### config.mk
export PLATFORM = sky130hd
export DESIGN_NAME = booth_divider
export DESIGN_NICKNAME = d
export VERILOG_FILES = /design/src/rtl/booth_divider.sv
export SDC_FILE = /design/constraint.sdc
export NUM_CORES = 1
export LEC_CHECK = 0
export ABC_AREA = 1
export CAP_MARGIN = 20
export CORE_MARGIN = 2
export CORE_UTILIZATION = 52
export CTS_CLUSTER_DIAMETER = 120
export DETAILED_ROUTE_END_ITERATION = 10
export PLACE_DENSITY = 0.78
export SETUP_SLACK_MARGIN = 0.1
export SYNTH_ARGS = -nofsm -noshare
export SYNTH_HDL_FRONTEND = slang
export SYNTH_SLANG_ARGS = --single-unit
### constraint.sdc
create_clock -name clk -period 1.7 [get_ports clk]
set_input_delay 0.255 -clock clk [delete_from_list [all_inputs] [get_ports clk]]
set_output_delay 0.255 -clock clk [all_outputs]
set_load 0.005 [all_outputs]
### src/rtl/booth_divider.sv
// ---------------------------------------------------------------------------
// booth_divider
//
// Sequential signed integer divider, companion to booth_multiplier. Divides a
// 2W-bit signed dividend by a W-bit signed divisor using radix-2 restoring
// division on magnitudes, one quotient bit per clock, then applies the result
// signs. The quotient truncates toward zero and the remainder takes the sign
// of the dividend.
//
// Optional build macro:
//   BOOTH_DIV_SAT_EN  - when defined, the single overflow case
//                       (-2^(2W-1) / -1) saturates Q to +2^(2W-1)-1;
//                       when undefined, Q wraps to -2^(2W-1).
//
// Ports:
//   clk    in   1    system clock, rising edge
//   rst    in   1    synchronous active-high reset
//   start  in   1    request, sampled only while idle
//   N      in   2W   signed dividend, captured on accept
//   D      in   W    signed divisor, captured on accept
//   Q      out  2W   signed quotient (held until next result)
//   R      out  W    signed remainder (held until next result)
//   busy   out  1    high while an operation is in flight
//   done   out  1    one-cycle pulse when Q/R/dbz/ovf are updated
//   dbz    out  1    divide-by-zero flag for the last result
//   ovf    out  1    overflow flag for the last result
// ---------------------------------------------------------------------------
module booth_divider #(
    parameter int W = 8
) (
    input  logic             clk,
    input  logic             rst,
    input  logic             start,
    input  logic [2*W-1:0]   N,
    input  logic [W-1:0]     D,
    output logic [2*W-1:0]   Q,
    output logic [W-1:0]     R,
    output logic             busy,
    output logic             done,
    output logic             dbz,
    output logic             ovf
);

    typedef enum logic [1:0] {IDLE, CALC, FIX} state_t;

    localparam int              CW     = $clog2(2*W) + 1;
    localparam logic [CW-1:0]   ITER   = CW'(2*W);
    localparam logic [2*W-1:0]  Q_MIN  = {1'b1, {(2*W-1){1'b0}}};
    localparam logic [2*W-1:0]  Q_MAX  = {1'b0, {(2*W-1){1'b1}}};

    state_t          r_state;
    logic [2*W-1:0]  r_quo;
    logic [W:0]      r_rem;
    logic [W:0]      r_dMag;
    logic [W-1:0]    r_nLow;
    logic [CW-1:0]   r_cnt;
    logic            r_qNeg;
    logic            r_rNeg;
    logic            r_dbz;
    logic            r_ovf;

    logic [2*W-1:0]  w_nMag;
    logic [W:0]      w_dExt;
    logic [W:0]      w_dMag;
    logic            w_isOvf;
    logic [W+1:0]    w_shift;
    logic [W+1:0]    w_trial;
    logic            w_fits;

    // Magnitudes of the operands. The divisor is sign-extended to W+1 bits
    // first so that the most negative divisor has a representable magnitude.
    // The dividend magnitude is treated as unsigned, so -2^(2W-1) maps to
    // 2^(2W-1) without loss.
    assign w_nMag  = N[2*W-1] ? -N : N;
    assign w_dExt  = {D[W-1], D};
    assign w_dMag  = D[W-1] ? -w_dExt : w_dExt;
    assign w_isOvf = (N == Q_MIN) && (D == '1);

    // One restoring step: shift the next dividend bit into the partial
    // remainder and trial-subtract |D|. The extra top bit of the trial
    // result acts as the borrow, so a clear MSB means the subtraction fits.
    assign w_shift = {r_rem, r_quo[2*W-1]};
    assign w_trial = w_shift - {1'b0, r_dMag};
    assign w_fits  = ~w_trial[W+1];

    // Control FSM and datapath. Outputs are registered and only change on
    // the FIX edge (or reset), so Q/R/flags stay stable through a following
    // operation. A divide by zero skips CALC entirely.
    always_ff @(posedge clk) begin
        if (rst) begin
            r_state <= IDLE;
            r_quo   <= '0;
            r_rem   <= '0;
            r_dMag  <= '0;
            r_nLow  <= '0;
            r_cnt   <= '0;
            r_qNeg  <= 1'b0;
            r_rNeg  <= 1'b0;
            r_dbz   <= 1'b0;
            r_ovf   <= 1'b0;
            Q       <= '0;
            R       <= '0;
            busy    <= 1'b0;
            done    <= 1'b0;
            dbz     <= 1'b0;
            ovf     <= 1'b0;
        end else begin
            done <= 1'b0;
            case (r_state)
                IDLE: begin
                    if (start) begin
                        r_quo   <= w_nMag;
                        r_rem   <= '0;
                        r_dMag  <= w_dMag;
                        r_nLow  <= N[W-1:0];
                        r_cnt   <= ITER;
                        r_qNeg  <= N[2*W-1] ^ D[W-1];
                        r_rNeg  <= N[2*W-1];
                        r_dbz   <= (D == '0);
                        r_ovf   <= w_isOvf;
                        busy    <= 1'b1;
                        r_state <= (D == '0) ? FIX : CALC;
                    end
                end
                CALC: begin
                    r_rem <= w_fits ? w_trial[W:0] : w_shift[W:0];
                    r_quo <= {r_quo[2*W-2:0], w_fits};
                    r_cnt <= r_cnt - 1'b1;
                    if (r_cnt == CW'(1)) begin
                        r_state <= FIX;
                    end
                end
                FIX: begin
                    // Sign correction and special cases. The remainder
                    // magnitude is always below |D| <= 2^(W-1), so its low
                    // W bits carry the full value.
                    if (r_dbz) begin
                        Q   <= '1;
                        R   <= r_nLow;
                        dbz <= 1'b1;
                        ovf <= 1'b0;
                    end else if (r_ovf) begin
`ifdef BOOTH_DIV_SAT_EN
                        Q   <= Q_MAX;
`else
                        Q   <= Q_MIN;
`endif
                        R   <= '0;
                        dbz <= 1'b0;
                        ovf <= 1'b1;
                    end else begin
                        Q   <= r_qNeg ? -r_quo : r_quo;
                        R   <= r_rNeg ? -r_rem[W-1:0] : r_rem[W-1:0];
                        dbz <= 1'b0;
                        ovf <= 1'b0;
                    end
                    done    <= 1'b1;
                    busy    <= 1'b0;
                    r_state <= IDLE;
                end
                default: begin
                    r_state <= IDLE;
                end
            endcase
        end
    end

endmodule
### Yosys cells after proc, flatten, opt, wreduce, memory -nomap -nowiden

Index checks and enable logic that the tools add are counted.

| operators by class | value |
|---|---|
| multiplexer cells | 25 |
| $add $sub $neg | 6 |
| reductions and logical operators | 9 |
| eq/ne operators | 7 |
| bitwise gates (word level) | 2 |

Operators by type and width:

| operator | number |
|---|---|
| $mux 16 | 5 |
| $neg 16->16 | 2 |
| $pmux 16 s2 | 1 |
| $mux 9 | 3 |
| $mux 8 | 3 |
| $pmux 9 s2 | 1 |
| $eq 16x16->1 const B | 1 |
| $pmux 5 s2 | 1 |
| $sub 10x9->10 | 1 |
| $neg 9->9 | 1 |
| $eq 8x8->1 const B | 1 |
| $logic_not 8->1 | 1 |
| $neg 8->8 | 1 |
| $reduce_and 2->1 | 4 |
| $mux 2 | 3 |
| $eq 5x1->1 const B | 1 |
| $mux 1 | 5 |
| $mux 5 | 1 |
| $sub 5x1->5 const B | 1 |
| $ne 2x2->1 const B | 2 |
| $pmux 2 s2 | 1 |
| $reduce_bool 2->1 | 2 |
| $eq 2x1->1 const B | 1 |
| $eq 2x2->1 const B | 1 |
| other kinds (5) | 5 |

| storage, ports and cells | value |
|---|---|
| bits in registers | 81 |
| bits of input ports | 27 |
| output and inout bits | 28 |

### Depth between registers and ports, before layout

| logic depth | value |
|---|---|
| word-level depth | 4 |
| mapped depth | 13 |
| gate-level depth less buffers | 13 |

### Least setup slack after synthesis

OpenSTA, ideal clock, no wires.

| timing path | value |
|---|---|
| path type | reg-to-reg |
| from | register r_quo[15] |
| to | register r_rem[8] |
| clock period less this slack | 1.652 ns |
| data arrival time | 1.522 ns |
| setup slack | 0.048 ns |
| path buffers | 0 |
| stages on the path, launching flop included | 13 |
| setup time | 0.131 ns |
| cells stage by stage | dfxtp_1 -> inv_1 -> ha_1 -> inv_1 -> fa_1 -> nand2_1 -> nand2_1 -> nand2_1 -> nand3b_1 -> nand2_1 -> nand3_1 -> nand3_1 -> a21oi_2 |

| between the ends | value |
|---|---|
| longest elaborated chain between the ends | 3 |

RTL lines:

| element | RTL line | source |
|---|---|---|
| start, declared | 52 | `logic [2*W-1:0] r_quo;` |
| start signal, assigned | 112 | `r_quo <= w_nMag;` |
| start signal, assigned | 127 | `r_quo <= {r_quo[2*W-2:0], w_fits};` |
| $sub 10x9->10 | 83 | `assign w_trial = w_shift - {1'b0, r_dMag};` |
| $mux 9 | 126 | `r_rem <= w_fits ? w_trial[W:0] : w_shift[W:0];` |
| $pmux 9 s2 | 109 | `case (r_state)` |
| end signal, assigned | 126 |  |
| end, declared | 53 | `logic [W:0] r_rem;` |

No other way between the ends.
A chain may end at the register's enable or synchronous reset.

### Final worst setup path

| timing path | value |
|---|---|
| from | register r_dMag[7] |
| to | register r_rem[8] |

| between the ends | value |
|---|---|
| longest elaborated chain between the ends | 3 |

RTL lines:

| element | RTL line | source |
|---|---|---|
| start, declared | 54 | `logic [W:0] r_dMag;` |
| start signal, assigned | 114 | `r_dMag <= w_dMag;` |
| $sub 10x9->10 | 83 |  |
| $mux 9 | 126 |  |
| $pmux 9 s2 | 109 |  |

No other way between the ends.

==> results by group <==
Run status
  • Outcome: complete, but fails checks
  • Failing checks: negative setup slack

Power and ir drop
  • Pleak: 0.00296 µW
  • Cell Pwr Density: 1440 nW/µm²
  • Total power draw: 9890 µW
  • Peak supply drop: 850 µV

Logic synthesis
  • Net Count, Synth: 809
  • EDFF count, synth: 0
  • Unique cell type count in the Yosys netlist: 41
  • Post-synthesis cell count: 765
  • Cell area after synthesis: 4950 µm²
  • Area leader, netlist: dfxtp_1
  • Post-synth top cells: 204 x nand2_1, 89 x inv_1, 85 x nand3_1
  • Syn avg cell area: 6.47 µm²
  • #FFs+latches synth: 81
  • Sequential fraction of the synthesis area: 0.328
  • Synth area leaders: dfxtp_1 33%, nand2_1 15%, nand3_1 8.6%
  • Most common cell in the synthesized netlist: nand2_1
  • Yosys top cell area share: 0.328
  • Yosys warnings: 0
  • Post-synthesis async set-or-reset flop share: 0
  • Most used DFF post-synth: dfxtp_1

Flow run
  • Max_cap viols: 0

Setup path
  • Critical Path RT: 1.99 ns
  • Worst-path cell chain: inv_4, ha_4, nand2_4, nor2_4, nand3_4, nand3_4, nand2_4, nand3_1, nand3_1, a21oi_2
  • Critical-path top delay cell: dfxtp_2
  • Crit Path Class: flip-flop to flip-flop
  • CP arrival: 2.09 ns
  • Startpoint types: flip-flop
  • Crit. End Element: flip-flop
  • Reg-to-reg startpoint: r_dMag[7]
  • R2R setup slack: -0.09 ns
  • CP Max Fanout: 5
  • R2R cell count: 10
  • Crit path largest cell delay: 0.37 ns
  • Critical Path Source: r_dMag[7]

STA
  • Worst Clk Skew: 0.0117 ns
  • RSZ-0062 raised after global routing: yes
  • Final setup margin: -0.0930 ns
  • Tmin final: 1.79 ns
  • Fin crit share: 1.05
  • Fin Setup TNS: -0.472 ns
  • Slew Viols, Final: 0
  • Minimum hold slack: 0.276 ns
  • FMAX: 558 MHz
  • Fin. Hold Viols: 0
  • Slew @ Worst Pin: 0.494 ns
  • Rel. slew slack: 0.670
  • Final setup fails: 10

Die
  • Die width: 102 µm
  • # rows: 35
  • Starting Density: 0.536
  • Core Footprint: 9240 µm²
  • Die footprint: 10300 µm²
  • I/O pin total: 55
  • Die Ht: 102 µm

Cells and area
  • Multi-input logic area: 3280 µm²
  • Fill cells: 688
  • Share of layout cells above drive strength 1: 0.240
  • Ant. Diodes: 0
  • Area Overhead vs Synth: 38.8%
  • NumNets Final: 924
  • Sequential cell area: 1650 µm²
  • Final Util: 0.743

Route
  • Drt total wl: 15.6 mm
  • 1st-iter DRT viols: 452
  • Vias per std cell: 5.61
  • Pre-antenna DRT Iters: 6
  • Via Count: 5679
  • DR WL/cell: 15.4 µm
  • Remaining DRCs: 0
  • Post-route ant nets: 0

Placement
  • Pre-CTS setup slack: -0.287 ns
  • Routability cong.: 0.955
  • Input/output buffers: 54
  • Post-DP HPWL: 10.8 mm

Clock tree
  • Root Driver: clkbuf_8
  • CTS Buf Count: 9
  • H-tree Lvls: 3
  • Register clock-pin slew on the reported worst setup and hold paths: 0.09 ns
  • Clk_lat worst skew: 0.36 ns
  • Clock sinks: 81
  • Post-CTS Hold Fix Bufs: 0
  • CTS max path bufs: 2
  • CTS tree: yes

Global route
  • Total grt overflow: 0
  • Vias in the first global route: 5231
  • Pin count of the biggest net entering global routing: 47
  • GRT Total Usage: 0.295
  • Initial antenna violation count: 0
  • Global-route wire length before repair: 24.2 mm

Min path
  • Hold Startpoint: rst
  • Worst Hold Class: input port to flip-flop
  • WHS Path Cells: 2
-- critical path, delay by kind of cell, from the launching register on --
family	cells	cell delay, ns
buf+inv	1	0.06
fa+ha+maj	1	0.28
simple gates	7	0.90
flops	1	0.37
compound gates	1	0.12
-- power breakdown --
| group | internal, µW | switching [µW] |
|---|---|---|
| registers | 2140 | 263 |
| clock network | 978 | 733 |
| logic | 2320 | 3450 |
| total | 5440 | 4450 |
-- metrics by stage --
step / instance area [µm²] / std cells
2_1_floorplan: 4990 / 765
3_3_place_gp: 6100 / 987
3_5_place_dp: 6100 / 987
4_1_cts: 6610 / 1008
5_1_grt: 6870 / 1013
6_report: 6870 / 1013
-- cell families after synthesis --
group	share of synthesized area
AND/OR/NAND/NOR	0.359
buffers and inverters	0.0986
XOR/XNOR	0.0124
adder cells (fa/ha/maj)	0.0445
flip-flops	0.328
AO/OA/AOI/OAI	0.158
-- routing by layer --
| layer | vias to the layer above | global-route usage | share of wire |
|---|---|---|---|
| met2 | 296 | 0.477 | 0.46 |
| met3 | 35 | 0.0635 | 0.090 |
| met4 | 0 | 0.0904 | 0.020 |
| met1 | 2595 | 0.395 | 0.43 |
| met5 | - | 0 | 0 |
| li1 | 2753 | - | - |
-- timing repair --
action                     in CTS  in global routing
gates resized for setup        54                 64
buffers inserted                4                  5
pin swaps                      16                 25
setup endpoints to repair      15                 38
cloned                          2                  0
-- cells in the final DEF (no fill, tap or decap), types with 8 or more instances in the layout --
| cell | instances |
|---|---|
| ha_4 | 11 |
| buf_4 | 73 |
| nor2_1 | 56 |
| nand2_1 | 192 |
| a21oi_1 | 53 |
| nand3_2 | 16 |
| clkdlybuf4s50_1 | 52 |
| inv_2 | 17 |
| nand2_4 | 8 |
| dfxtp_2 | 13 |
| nor3_1 | 8 |
| nand3_1 | 70 |
| nand2_2 | 9 |
| dfxtp_1 | 66 |
| inv_1 | 72 |
| a31oi_1 | 15 |
| clkbuf_8 | 9 |
| o21ai_0 | 40 |
-- registers in the layout, indices dropped and copies added (netlist names), 2 cells and up --
register,cells
Q,16
r_quo,16
r_dMag,9
r_rem,9
R,8
r_nLow,8
r_cnt,5
r_state,2
-- final timing paths --
check                            endpoint
worst max-delay path             r_rem[8]
worst min-delay path             r_rem[6]
worst max register to register   r_rem[8]
worst min register to register  r_nLow[5]
-- cell type report --
type                    instances  area share
inverters                      94      0.0532
multi-input cells             562       0.478
repair buffers                132       0.171
well taps                     129      0.0235
flip-flops and latches         81       0.240
clock inverters                 6      0.0168
clock buffers                   9      0.0180
(Power assumes the default switching activity.)
